--- src/rtl/return_address_stack_pkg.sv ---
// Shared constants for the fetch-stage return address stack.
package return_address_stack_pkg;

  // Default number of stack entries.
  localparam int RAS_DEPTH = 8;

  // Full byte-address width and the stored word-address width.
  localparam int RAS_ADDR_W = 32;
  localparam int RAS_WORD_W = 30;

  // Zero pad that re-aligns a stored word address to a byte address.
  localparam int                  RAS_PAD_W     = RAS_ADDR_W - RAS_WORD_W;
  localparam logic [RAS_PAD_W-1:0] RAS_ALIGN_PAD = '0;

endpackage : return_address_stack_pkg

--- src/rtl/return_address_stack.sv ---
// Circular return address stack: call pushes PC+4, return pops the
// predicted target. When full, a push overwrites the oldest entry.
module return_address_stack
  import return_address_stack_pkg::*;
#(
  parameter int DEPTH = RAS_DEPTH,
  parameter int PTR_W = $clog2(DEPTH)
) (
  input  logic                  Clk,
  input  logic                  Reset,
  input  logic                  Push,
  input  logic [RAS_ADDR_W-1:0] PushAddr,
  input  logic                  Pop,
  input  logic                  Flush,
  output logic [RAS_ADDR_W-1:0] TopAddr,
  output logic                  TopValid,
  output logic [PTR_W:0]        Count,
  output logic                  Overflow,
  output logic                  Underflow
);

  localparam int              CNT_W = PTR_W + 1;
  localparam logic [CNT_W-1:0] FULL  = CNT_W'(DEPTH);

  logic [RAS_WORD_W-1:0] mem_q [DEPTH];

  logic [PTR_W-1:0] tos_q, tos_d;
  logic [CNT_W-1:0] count_q, count_d;
  logic             overflow_q, overflow_d;
  logic             underflow_q, underflow_d;

  logic             wr_en;
  logic [PTR_W-1:0] wr_idx;
  logic [PTR_W-1:0] top_idx;
  logic             empty;

  logic [RAS_WORD_W-1:0] push_word;
  logic                  unused_low_bits;

  assign push_word       = PushAddr[RAS_ADDR_W-1:RAS_PAD_W];
  assign unused_low_bits = ^PushAddr[RAS_PAD_W-1:0];

  assign top_idx = tos_q - PTR_W'(1);
  assign empty   = (count_q == '0);

  // Next-state decode: flush first, then the push/pop combination.
  always_comb begin
    // NOTE: every signal written here gets a default first so no latch is inferred.
    tos_d       = tos_q;
    count_d     = count_q;
    overflow_d  = overflow_q;
    underflow_d = 1'b0;
    wr_en       = 1'b0;
    wr_idx      = tos_q;

    if (Flush) begin
      tos_d   = '0;
      count_d = '0;
    end else if (Push && Pop && !empty) begin
      // Replace the top entry in place; depth is unchanged.
      wr_en  = 1'b1;
      wr_idx = top_idx;
    end else if (Push) begin
      wr_en = 1'b1;
      tos_d = tos_q + PTR_W'(1);
      if (count_q == FULL) begin
        overflow_d = 1'b1;
      end else begin
        count_d = count_q + CNT_W'(1);
      end
    end else if (Pop) begin
      if (!empty) begin
        tos_d   = top_idx;
        count_d = count_q - CNT_W'(1);
      end else begin
        underflow_d = 1'b1;
      end
    end
  end

  // Control state registers with synchronous reset.
  always_ff @(posedge Clk) begin
    // NOTE: sequential state uses non-blocking assignments so all registers update together.
    if (Reset) begin
      tos_q       <= '0;
      count_q     <= '0;
      overflow_q  <= 1'b0;
      underflow_q <= 1'b0;
    end else begin
      tos_q       <= tos_d;
      count_q     <= count_d;
      overflow_q  <= overflow_d;
      underflow_q <= underflow_d;
    end
  end

  // Entry storage write port; reset still blocks the write.
  always_ff @(posedge Clk) begin
    // NOTE: the array has no reset; Count alone decides which entries are meaningful.
    if (wr_en && !Reset) begin
      mem_q[wr_idx] <= push_word;
    end
  end

  // Combinational top-of-stack read from registered state.
  always_comb begin
    TopAddr = '0;
    if (!empty) begin
      TopAddr = {mem_q[top_idx], RAS_ALIGN_PAD};
    end
  end

  assign TopValid  = !empty;
  assign Count     = count_q;
  assign Overflow  = overflow_q;
  assign Underflow = underflow_q;

endmodule : return_address_stack
--- config.mk ---
export PLATFORM = sky130hd
export DESIGN_NAME = return_address_stack
export DESIGN_NICKNAME = d
export VERILOG_FILES = /design/src/rtl/return_address_stack_pkg.sv /design/src/rtl/return_address_stack.sv
export SDC_FILE = /design/constraint.sdc
export NUM_CORES = 1
export LEC_CHECK = 0
export ABC_AREA = 1
export BUFFER_PORTS_ARGS = -buffer_cell sky130_fd_sc_hd__buf_4
export CAP_MARGIN = 25
export CORE_MARGIN = 2
export CORE_UTILIZATION = 30
export CTS_CLUSTER_DIAMETER = 100
export CTS_CLUSTER_SIZE = 12
export DETAILED_ROUTE_END_ITERATION = 10
export PLACE_DENSITY = 0.43
export SYNTH_ARGS = -nofsm -noshare
export SYNTH_HDL_FRONTEND = slang
export SYNTH_SLANG_ARGS = --single-unit
--- constraint.sdc ---
create_clock -name Clk -period 5.1 [get_ports Clk]
set_input_delay 0.51 -clock Clk [delete_from_list [all_inputs] [get_ports Clk]]
set_output_delay 0.51 -clock Clk [all_outputs]
set_load 0.01 [all_outputs]
# == Word-level counts from Yosys, hierarchy flattened ==
# Memories as Yosys holds them, arrays and structs flattened.
# Index checks and enable logic that the tools add are counted.
# totals
regBits,9
in_bits,37
mem_bits_rw,240
n_memories,1
output_inout_bits,39
# mem_list
name,words,word_bits,read_ports,rd_clocked_by_memory_dff,wr,line_no,rtl
mem_q,8,30,1,0,1,return_address_stack.sv:25,logic [RAS_WORD_W-1:0] mem_q [DEPTH];
# op_classes
addsub,4
eq_ne,3
reduce_logical,12
n_mux,16
n_bitwise,3
# ops
cell,n
$mux W32,1
$mux W4,4
$mux W3,5
$reduce_and A4 Y1,2
$mux W1,6
$reduce_or A5 Y1,1
$add A4 B1 Y4 const B,1
$eq A4 B4 Y1 const B,1
$logic_not A4 Y1,1
$ne A2 B2 Y1 const B,2
$sub A4 B1 Y4 const B,1
$add A3 B1 Y3 const B,1
$logic_and A1 B1 Y1,3
$not A1 Y1,3
$reduce_and A3 Y1,1
$sub A3 B1 Y3 const B,1
$logic_not A1 Y1,2
$reduce_bool A2 Y1,1
$reduce_or A2 Y1,1

# == Depth between registers and ports, before layout ==
# logic_depth
word_depth,8
depth_mapped,11
ltp_nobuf,9

# == Worst setup path after synthesis ==
# No wires, ideal clock.
# synth_timing
path_kind,reg2reg
start,register tos_q[0]
end,"memory mem_q[2][0], enable pin"
t_required_ns,4.683
setup_ns,0.417
t_arrival_ns,3.032
path_stages_with_launch,10
n_path_buf,4
slack_ns,1.651
cell_sequence,dfxtp_1 inv_1 buf_2 buf_2 ha_1 buf_2 clkbuf_1 o21ai_0 nand2_1 nor2_1
# synth_via
elab_chain_cells,3
# synth_lines
element,line_no,rtl
start: declaration,return_address_stack.sv:27,"logic [PTR_W-1:0] tos_q, tos_d;"
start signal: assignment,return_address_stack.sv:90,tos_q <= tos_d;
$sub A3 B1 Y3,return_address_stack.sv:43,assign top_idx = tos_q - PTR_W'(1);
$mux W3,return_address_stack.sv:59,end else if (Push && Pop && !empty) begin
$mux W3 (*),return_address_stack.sv:56,if (Flush) begin
end: declaration,return_address_stack.sv:25,
# Every way passes the cells marked *; elsewhere a longest branch is shown, timed or not.

# == Final worst setup path ==
# layout_timing
start,register tos_q[0]
end,output TopAddr[31]
# layout_via
elab_chain_cells,3
# layout_lines
element,line_no,rtl
$sub A3 B1 Y3,return_address_stack.sv:43,
$mem_v2 Z8 W30,--,
$mux W32,return_address_stack.sv:108,if (!empty) begin
end: declaration,return_address_stack.sv:15,"output logic [RAS_ADDR_W-1:0] TopAddr,"
# Every way passes these cells.

==> results.toml <==
[sta]
setup_viol = 0
finClkSkew_ns = 0.0159
max_slew_margin = 0.445
rsz0062_at_grt = "no"
holdWs_ns = 0.170
fin_crit_ns = 3.88
finalHoldViolCount = 0
timing.fmax_mhz = 258
min_period_over_period = 0.761
final_max_slew_viol_count = 0
worst_pin_slew_ns = 0.833
fin_setup_tns_ns = 0
setup_slack_ns = 1.22

[grt]
antenna_found_initial = 1
gr-usage-all-layers = 0.139
overflow = 0
grt_start_max_net_pins = 92
grt_pass1_wl_um = 37500
grt_pass1_vias = 6103

[worst_setup_path]
cp_max_fo = 62
cp-startpoint = "tos_q[0]"
critical_path_arrival_ns = 3.37
r2r_start = "tos_q[0]"
worst_ep_required_time_ns = 4.59
worstSetupPathType = "reg2out"
critPathLaunchType = "flip-flop"
rrSetupSlack_ns = 1.62
end_kind = "output port"

[die]
ios = 76
coreArea_sq_um = 33300
start_util = 0.302
die_y_um = 187
rows = 67
dieWidth_um = 187
dieArea_sq_um = 35000

[routing]
dr_total_vias = 6271
drtIter0Drc = 389
postRouteAntennaNets = 0
wirelength_um = 24400
vias_per_cell = 4.66
drc = 0
firstDrtPassIters = 4
wl_per_cell_um = 18.1

[synthesis]
ys_seq_area_frac = 0.734
ys_types = 30
yosysWarnings = 0
synth.avg_cell_area_sq_um = 12.2
synthCells = 826
yosys_register_bits = 249
synth_area_sq_um = 10100

[clock_tree]
clkTransAtPathRegs_ns = 0.06
htree_levels = 1
cts_root_buf = "clkbuf_16"
ctsHoldBuffers = 0
cts_resized = 0
clock_latency_ns = 0.52
cts_tree = "yes"
clk_path_buf_depth = 3
numCtsBuffers = 24
post_cts_buffers = 0
cts_sinks = 249

[cells_and_area]
instances_no_fill = 1346
layout_commonest_cell = "edfxtp_1"
num-nets-final = 932
final_area_sq_um = 11800
syn_to_final_growth_pct = 17.4
antenna_cells = 0
drive_gt1_frac = 0.147
final_cell_mix = "edfxtp_1 (240), nor2_1 (225), o21ai_0 (127)"
final_util = 0.355

[power_and_ir_drop]
ir_drop_mv = 0.186
power_density_nw_per_um2 = 381
finalPower_mw = 4.50
leakage_nw = 4.02

[placed_design]
hpwl_um = 12600
placed_area_sq_um = 11100
place_ws_ns = 1.42
dp.cells = 1311
io_buffers = 71
gp_congestion = 0.704

[min_path]
hp-class = "in2reg"
worstHoldStart = "Reset"

[status]
status = "finished clean"

[job]
max_cap_viol_count = 0
==> path summary, 6_finish.rpt <==
path / endpoint / depth (start not counted)
worst max register to register: mem_q[1][18] / 8
worst min-delay path: Overflow / 2
worst min register to register: Overflow / 2
worst max-delay path: TopAddr[31] / 9
==> report_power, final <==
group / internal, mW / switching [mW]
logic: 0.232 / 0.416
clock network: 0.856 / 0.708
registers: 2.27 / 0.0222
total: 3.36 / 1.15
==> per-layer routing <==
metal / track usage / wire length, um / share of wire
met5: 0 / 0 / 0
met4: 0.0293 / 344 / 0.014
met3: 0.0221 / 893 / 0.037
met2: 0.232 / 11400 / 0.47
met1: 0.190 / 11800 / 0.48
==> worst max-delay path, stage by stage (launching register included) <==
cell,delay [ns]
dfxtp_4,0.81
clkinv_2,0.14
ha_2,0.37
buf_4,0.36
buf_16,0.32
o21ai_0,0.16
o22ai_1,0.18
nor2_1,0.05
nor2_1,0.24
buf_4,0.17
==> state kept, by name, indices dropped and copies added (netlist names) <==
signal / count
Count: 4
mem_q: 240
tos_q: 3
Underflow: 1
Overflow: 1
==> synth_stat cells <==
cell type / instances / share of area
o211ai_1: 30 / 0.022
buf_4: 2 / 0.0015
conb_1: 1 / 0.00037
nand3_2: 1 / 0.00099
xor2_1: 1 / 0.00087
nor2_2: 1 / 0.00062
edfxtp_1: 240 / 0.72
xnor2_1: 4 / 0.0035
clkbuf_2: 1 / 0.00050
fa_1: 1 / 0.0020
buf_1: 6 / 0.0022
o21ai_1: 1 / 0.00050
nor3_1: 1 / 0.00050
nand2_2: 2 / 0.0012
inv_1: 11 / 0.0041
nand4_1: 2 / 0.0012
inv_2: 1 / 0.00037
o21ai_0: 127 / 0.063
xor2_2: 1 / 0.0016
buf_2: 21 / 0.010
nand2_1: 63 / 0.024
a21oi_1: 4 / 0.0020
dfxtp_1: 9 / 0.018
o22ai_1: 30 / 0.019
ha_1: 4 / 0.0050
nor2_1: 233 / 0.087
clkbuf_1: 21 / 0.0078
or2_2: 1 / 0.00062
nand3_1: 5 / 0.0025
nor4_1: 1 / 0.00062
==> layout make-up <==
class | instances | area, sq um
timing repair buffer | 88 | 681
tap | 448 | 561
clock inverter | 2 | 21.3
clock buffer | 32 | 631
sequential | 249 | 7390
multi-input combinational | 515 | 2480
inverter | 12 | 46.3
fill | 3305 | 21500
==> cell families (layout without fill, tap and decap cells) <==
group / after synthesis / count (layout) / synth area share
adder cells (fa/ha/maj): 5 / 5 / 0.00696
XOR/XNOR: 6 / 6 / 0.00597
AO/OA/AOI/OAI: 192 / 192 / 0.107
buffers and inverters: 63 / 134 / 0.0270
flip-flops: 249 / 249 / 0.734
other: 1 / 2 / 0.000373
AND/OR/NAND/NOR: 310 / 310 / 0.119
Power figures use the tool's default switching activity.
